`src/rtl/spi_pwm_bank.sv`:
```
// spi_pwm_bank: decoded SPI command sink driving a bank of PWM channels.
// Period-aligned duty update, fade-to-target engine, readback and status.
module spi_pwm_bank #(
  parameter int NUM_CH   = 8,
  parameter int CMD_W    = 8,
  parameter int ADDR_W   = 8,
  parameter int DATA_W   = 8,
  parameter int BRIGHT_W = 7,
  parameter int PRESCALE = 1,
  parameter int FADE_DIV = 1
) (
  input  logic                            sysclk,
  input  logic                            rst_n,
  input  logic                            i_rx_dv,
  input  logic [CMD_W-1:0]                i_cmd,
  input  logic [ADDR_W-1:0]               i_addr,
  input  logic [DATA_W-1:0]               i_payload,
  input  logic                            i_tx_ack,
  output logic                            o_tx_enb,
  output logic [CMD_W+ADDR_W+DATA_W-1:0]  o_tx_frame,
  output logic [NUM_CH-1:0]               o_pwm,
  output logic                            o_busy,
  output logic                            o_err
);

  localparam int CNT_LAST = (1 << BRIGHT_W) - 2;
  localparam int PS_W = (PRESCALE > 1) ? $clog2(PRESCALE) : 1;
  localparam int FD_W = (FADE_DIV > 1) ? $clog2(FADE_DIV) : 1;

  localparam logic [CMD_W-1:0] OP_NOP    = CMD_W'(0);
  localparam logic [CMD_W-1:0] OP_SET    = CMD_W'(1);
  localparam logic [CMD_W-1:0] OP_READ   = CMD_W'(2);
  localparam logic [CMD_W-1:0] OP_SETALL = CMD_W'(3);
  localparam logic [CMD_W-1:0] OP_FADE   = CMD_W'(4);
  localparam logic [CMD_W-1:0] OP_STATUS = CMD_W'(5);

  logic [PS_W-1:0]     ps_cnt;
  logic [BRIGHT_W-1:0] cnt;
  logic [FD_W-1:0]     fd_cnt;
  logic                tick;
  logic                wrap;
  logic                fade_tick;

  logic [BRIGHT_W-1:0] duty   [NUM_CH];
  logic [BRIGHT_W-1:0] shadow [NUM_CH];
  logic [BRIGHT_W-1:0] target [NUM_CH];

  logic                op_set;
  logic                op_read;
  logic                op_setall;
  logic                op_fade;
  logic                op_status;
  logic                op_bad;
  logic                addr_ok;
  logic                err_set;
  logic [BRIGHT_W-1:0] b;
  logic [BRIGHT_W-1:0] rd_duty;
  logic [NUM_CH-1:0]   sel;
  logic [NUM_CH-1:0]   wr_sh;
  logic [NUM_CH-1:0]   wr_tg;
  logic [NUM_CH-1:0]   pwm_nx;
  logic                any_diff;
  logic                unused_ok;

  assign unused_ok = &{1'b0, i_payload};

  assign b    = i_payload[BRIGHT_W-1:0];
  assign tick = (ps_cnt == PS_W'(PRESCALE - 1));
  assign wrap = tick && (cnt == BRIGHT_W'(CNT_LAST));
  assign fade_tick = wrap && (fd_cnt == FD_W'(FADE_DIV - 1));

  // Prescaler: one PWM tick every PRESCALE sysclk cycles.
  always_ff @(posedge sysclk or negedge rst_n) begin
    if (!rst_n) begin
      ps_cnt <= '0;
    end else if (tick) begin
      ps_cnt <= '0;
    end else begin
      ps_cnt <= ps_cnt + PS_W'(1);
    end
  end

  // PWM counter: 0..2^BRIGHT_W-2, so full-scale duty stays high.
  always_ff @(posedge sysclk or negedge rst_n) begin
    if (!rst_n) begin
      cnt <= '0;
    end else if (tick) begin
      cnt <= wrap ? '0 : cnt + BRIGHT_W'(1);
    end
  end

  // Fade divider: counts period starts between fade steps.
  always_ff @(posedge sysclk or negedge rst_n) begin
    if (!rst_n) begin
      fd_cnt <= '0;
    end else if (wrap) begin
      fd_cnt <= fade_tick ? '0 : fd_cnt + FD_W'(1);
    end
  end

  // Opcode decode, qualified by the frame-valid strobe.
  always_comb begin
    op_set    = 1'b0;
    op_read   = 1'b0;
    op_setall = 1'b0;
    op_fade   = 1'b0;
    op_status = 1'b0;
    op_bad    = 1'b0;
    if (i_rx_dv) begin
      unique case (i_cmd)
        OP_NOP:    ;
        OP_SET:    op_set    = 1'b1;
        OP_READ:   op_read   = 1'b1;
        OP_SETALL: op_setall = 1'b1;
        OP_FADE:   op_fade   = 1'b1;
        OP_STATUS: op_status = 1'b1;
        default:   op_bad    = 1'b1;
      endcase
    end
  end

  // Channel select; an out-of-range address selects nothing.
  always_comb begin
    addr_ok = (32'(i_addr) < 32'(NUM_CH));
    sel     = '0;
    for (int k = 0; k < NUM_CH; k++) begin
      sel[k] = (32'(i_addr) == 32'(k));
    end
    wr_sh   = ({NUM_CH{op_set}} & sel) | {NUM_CH{op_setall}};
    wr_tg   = wr_sh | ({NUM_CH{op_fade}} & sel);
    err_set = op_bad |
              ((op_set | op_read | op_fade) & ~addr_ok);
  end

  // Readback mux of the active duty; zero when no channel matches.
  always_comb begin
    rd_duty = '0;
    for (int k = 0; k < NUM_CH; k++) begin
      if (sel[k]) begin
        rd_duty = duty[k];
      end
    end
  end

  // Register file: writes beat fade steps; duty loads at period start.
  always_ff @(posedge sysclk or negedge rst_n) begin
    if (!rst_n) begin
      for (int k = 0; k < NUM_CH; k++) begin
        duty[k]   <= '0;
        shadow[k] <= '0;
        target[k] <= '0;
      end
    end else begin
      for (int k = 0; k < NUM_CH; k++) begin
        if (wr_tg[k]) begin
          target[k] <= b;
        end
        if (wr_sh[k]) begin
          shadow[k] <= b;
        end else if (fade_tick && !wr_tg[k]
                     && shadow[k] != target[k]) begin
          if (shadow[k] < target[k]) begin
            shadow[k] <= shadow[k] + BRIGHT_W'(1);
          end else begin
            shadow[k] <= shadow[k] - BRIGHT_W'(1);
          end
        end
        if (wrap) begin
          duty[k] <= shadow[k];
        end
      end
    end
  end

  // Compare stage for outputs and fade activity.
  always_comb begin
    any_diff = 1'b0;
    pwm_nx   = '0;
    for (int k = 0; k < NUM_CH; k++) begin
      pwm_nx[k] = (cnt < duty[k]);
      if (shadow[k] != target[k]) begin
        any_diff = 1'b1;
      end
    end
  end

  // Registered PWM pins and busy flag.
  always_ff @(posedge sysclk or negedge rst_n) begin
    if (!rst_n) begin
      o_pwm  <= '0;
      o_busy <= 1'b0;
    end else begin
      o_pwm  <= pwm_nx;
      o_busy <= any_diff;
    end
  end

  // Response frame: a new READ/STATUS wins over a same-cycle ack.
  always_ff @(posedge sysclk or negedge rst_n) begin
    if (!rst_n) begin
      o_tx_enb   <= 1'b0;
      o_tx_frame <= '0;
    end else if (op_read) begin
      o_tx_enb   <= 1'b1;
      o_tx_frame <= {OP_READ, i_addr, DATA_W'(rd_duty)};
    end else if (op_status) begin
      o_tx_enb   <= 1'b1;
      o_tx_frame <= {OP_STATUS, ADDR_W'(0),
                     DATA_W'({o_err, o_busy})};
    end else if (i_tx_ack) begin
      o_tx_enb   <= 1'b0;
    end
  end

  // Sticky error, cleared when a status frame reports it.
  always_ff @(posedge sysclk or negedge rst_n) begin
    if (!rst_n) begin
      o_err <= 1'b0;
    end else if (err_set) begin
      o_err <= 1'b1;
    end else if (op_status) begin
      o_err <= 1'b0;
    end
  end

endmodule

```
`config.mk`:
```
export PLATFORM = sky130hd
export DESIGN_NAME = spi_pwm_bank
export DESIGN_NICKNAME = d
export VERILOG_FILES = /design/src/rtl/spi_pwm_bank.sv
export SDC_FILE = /design/constraint.sdc
export NUM_CORES = 1
export LEC_CHECK = 0
export CAP_MARGIN = 20
export CORE_ASPECT_RATIO = 1.4
export CORE_MARGIN = 4
export CORE_UTILIZATION = 55
export DETAILED_ROUTE_END_ITERATION = 6
export PLACE_DENSITY = 0.71
export SETUP_SLACK_MARGIN = 0.3
export SYNTH_ARGS = -nofsm -noshare
export SYNTH_HDL_FRONTEND = slang
export SYNTH_SLANG_ARGS = --single-unit
```
`constraint.sdc`:
```
create_clock -name sysclk -period 3.4 [get_ports sysclk]
set_input_delay 0.34 -clock sysclk [delete_from_list [all_inputs] [get_ports sysclk]]
set_output_delay 0.34 -clock sysclk [all_outputs]
set_load 0.01 [all_outputs]
```
==> flow_metrics.tcl <==
set metrics [dict create \
    timing.final.max_slew_violations 0 \
    detail-route-antenna-nets 0 \
    ff2ff_setup_slack_ns 0.38 \
    die_h_um 192 \
    r2r-end "shadow[41]$_DFFE_PN0P_" \
    cts_buffers 22 \
    async_flop_share_pct 100 \
    power.internal_mw 4.60 \
    synth-main-ff-cell "dfrtp_1" \
    worst_slew_pin_slew_ns 1.05 \
    hpwl_um 25000 \
    diodes 0 \
    place.gp.congestion 0.944 \
    overflow 0 \
    grt_pass1_wl_um 55700 \
    hold_path.class "input pin to asynchronous set/reset pin" \
    syn_area_per_cell_um2 9.74 \
    power_frac_seq_pct 41.7 \
    coreArea_mm2 0.0239 \
    p_leak_nw 6.52 \
    synth_area_mm2 0.0134 \
    synth_edf_count 0 \
    clock_skew_ns 0.0110 \
    core.rowCount 67 \
    status "finished, final reports clean" \
    dr.pass1.iters 5 \
    initial_core_util_pct 55.9 \
    wl_per_cell_um 19.5 \
    start_kind "register" \
    grt_max_degree 103 \
    power.density_mw_per_mm2 402 \
    clk_path_buf_depth 3 \
    fmax_mhz 331 \
    drtIter0Drc 756 \
    grt_busiest_layer "met2" \
    io_pins 63 \
    synth_cell_types 67 \
    antenna_found_initial 1 \
    peakVddDrop_uv 307 \
    rsz0062_at_grt "yes" \
    clock-sinks 204 \
    drt-total-wl_um 34600 \
    drv_cap 0 \
    synth_warnings 0 \
    globalRouteMet1Util_pct 34.3 \
    critPathKind "register to register" \
    vias 10500 \
    power.switching_mw 1.58 \
    drive_gt1_share_pct 13.1 \
    area_delta_synth_final_pct 15.3 \
    worst_skew_pair.late_latency_ns 0.51 \
    final_cell_mix "dfrtp_1, o21ai_0, nand2_1, ha_1, inv_1" \
    portBuffers 55 \
    htreeDepth 1 \
    tns_ns 0 \
    layout.nets 1634 \
    instances_no_fill 1777 \
    die-area_mm2 0.0269 \
    synth.yosys.seq_area_share_pct 38.2 \
    fin_area_mm2 0.0154 \
    hold_viol_final 0 \
    placed_area_mm2 0.0144 \
    maxSlewHeadroom_pct 29.8 \
    post-place-cells 1733 \
    swShare_pct 25.5 \
    drc_errors 0 \
    cts_root_buf "clkbuf_16" \
    fin_crit_ns 3.02 \
    die_w_um 140 \
    grt_pass1_vias 10400 \
    setup_violations 0 \
    synth-seq-cells 204 \
    path_max_fanout 7 \
    vias_per_cell 5.91 \
    min_period_over_period_pct 88.8 \
    tritoncts "done" \
    cp.required_ns 3.75 \
    arrival_ns 3.37 \
    reg2reg_depth 11 \
    met2_usage_pct 44.9 \
    place_ws_ns 0.248 \
    synthCells 1370 \
    fin_ws_ns 0.381 \
    grt_use_total_pct 25.9 \
    combPwrFrac_pct 15.3 \
    clkTransAtPathRegs_ns 0.06 \
    timing.rr.start "shadow[37]$_DFFE_PN0P_" \
    layout_commonest_cell "dfrtp_1" \
    clkPwrFrac_pct 43.0 \
    worstSetupEndpointType "register" \
    grt_use_met3_pct 3.45 \
]
==> registers in the layout (all words and copies together), names as in the netlist <==
signal	flops
cnt	7
duty	56
fd_cnt	1
o_busy	1
o_err	1
o_pwm	8
o_tx_enb	1
o_tx_frame	17
shadow	56
target	56
==> worst max-delay path by stage <==
stage | endpoint | depth (start not counted) | start | slack (ns)
after floorplan | shadow[5]$_DFFE_PN0P_ | 11 | shadow[4]$_DFFE_PN0P_ | 0.51
after global placement | shadow[41]$_DFFE_PN0P_ | 11 | shadow[37]$_DFFE_PN0P_ | 0.31
after detailed placement | shadow[41]$_DFFE_PN0P_ | 11 | shadow[37]$_DFFE_PN0P_ | 0.25
after CTS | shadow[13]$_DFFE_PN0P_ | 11 | shadow[9]$_DFFE_PN0P_ | 0.30
after global routing | shadow[34]$_DFFE_PN0P_ | 11 | shadow[32]$_DFFE_PN0P_ | 0.27
final | shadow[41]$_DFFE_PN0P_ | 11 | shadow[37]$_DFFE_PN0P_ | 0.38
==> area by class of cell <==
type                    count  area [µm²]
repair buffers            106         952
flip-flops and latches    204        5110
multi-input cells        1009        7730
clock inverters            12         193
clock buffers              27         611
inverters                 109         409
fillers                  1908        8500
well taps                 310         388
==> layer usage <==
metal | vias up | routed length, µm | part of all wire [%]
met5 | - | 14 | 0.040
met4 | 2 | 975 | 2.8
met3 | 66 | 1990 | 5.7
met2 | 275 | 16900 | 49
met1 | 5115 | 14800 | 43
li1 | 5039 | - | -
==> repair_timing <==
action                                  in CTS  in global routing
endpoints found under the hold margin       60                  0
buffers inserted                             0                  4
pin swaps                                    0                  2
endpoints found under the setup margin       2                 14
hold buffers                                 1                  0
cloned                                       0                  0
resized for setup                            2                 23
==> cells by family after synthesis <==
group | share of synthesized area, %
AO/OA/AOI/OAI | 18.6
XOR/XNOR | 3.41
adder cells (fa/ha/maj) | 14.9
buffers and inverters | 4.91
flip-flops | 38.2
multiplexers | 8.28
other | 0.0281
AND/OR/NAND/NOR | 11.6
==> critical path: stages, from the launching register on <==
cell and delay [ns]:
dfrtp_2 0.45, ha_1 0.34, a21oi_1 0.17, a21oi_1 0.09
or3_4 0.44, fa_2 0.40, a211oi_1 0.21, o21bai_1 0.14
a21oi_2 0.16, xnor2_1 0.15, mux2i_1 0.20, o211ai_1 0.10
==> power groups by stage <==
stage | logic, mW | clock network [mW] | registers [mW]
after floorplan | 0.647 | 0 | 2.60
after global placement | 0.873 | 0 | 2.62
after detailed placement | 0.906 | 0 | 2.62
after CTS | 0.915 | 2.70 | 2.57
after global routing | 1.06 | 2.80 | 2.59
final | 0.946 | 2.66 | 2.58
==> per-stage QoR <==
step	total power, mW	utilization (%)	hold slack, ns
after floorplan	3.25	-	0.0444
after global placement	3.49	60.4	0.355
after detailed placement	3.53	60.4	0.362
after CTS	6.19	63.8	0.379
after global routing	6.45	64.4	0.408
final	6.18	64.4	0.359
==> Yosys cell counts, drive strengths merged (5+ instances only) <==
cell type / n / share of area, %
clkbuf: 32 / 0.90
nand2b: 5 / 0.23
a22o: 15 / 0.98
o211ai: 8 / 0.45
dfrtp: 204 / 38
nand2: 146 / 4.3
mux2i: 44 / 3.3
nor3b: 11 / 0.62
a31oi: 9 / 0.42
ha: 146 / 14
xnor2: 48 / 3.1
nand4: 10 / 0.47
mux2: 52 / 4.5
a211oi: 24 / 1.3
and4: 5 / 0.33
or3: 9 / 0.42
fa: 8 / 1.2
o21a: 13 / 0.73
nand3: 18 / 0.71
nand3b: 9 / 0.51
nor2: 59 / 1.7
nor3: 9 / 0.37
a21o: 25 / 1.4
o21bai: 16 / 0.90
a21oi: 80 / 3.0
nor4: 6 / 0.51
o21ai: 152 / 5.7
inv: 109 / 3.1
o22ai: 7 / 0.33
a2111oi: 8 / 1.5
nor2b: 10 / 0.47
a21boi: 12 / 0.87
buf: 21 / 0.95
Note: power is estimated with default switching activity, not from simulation.
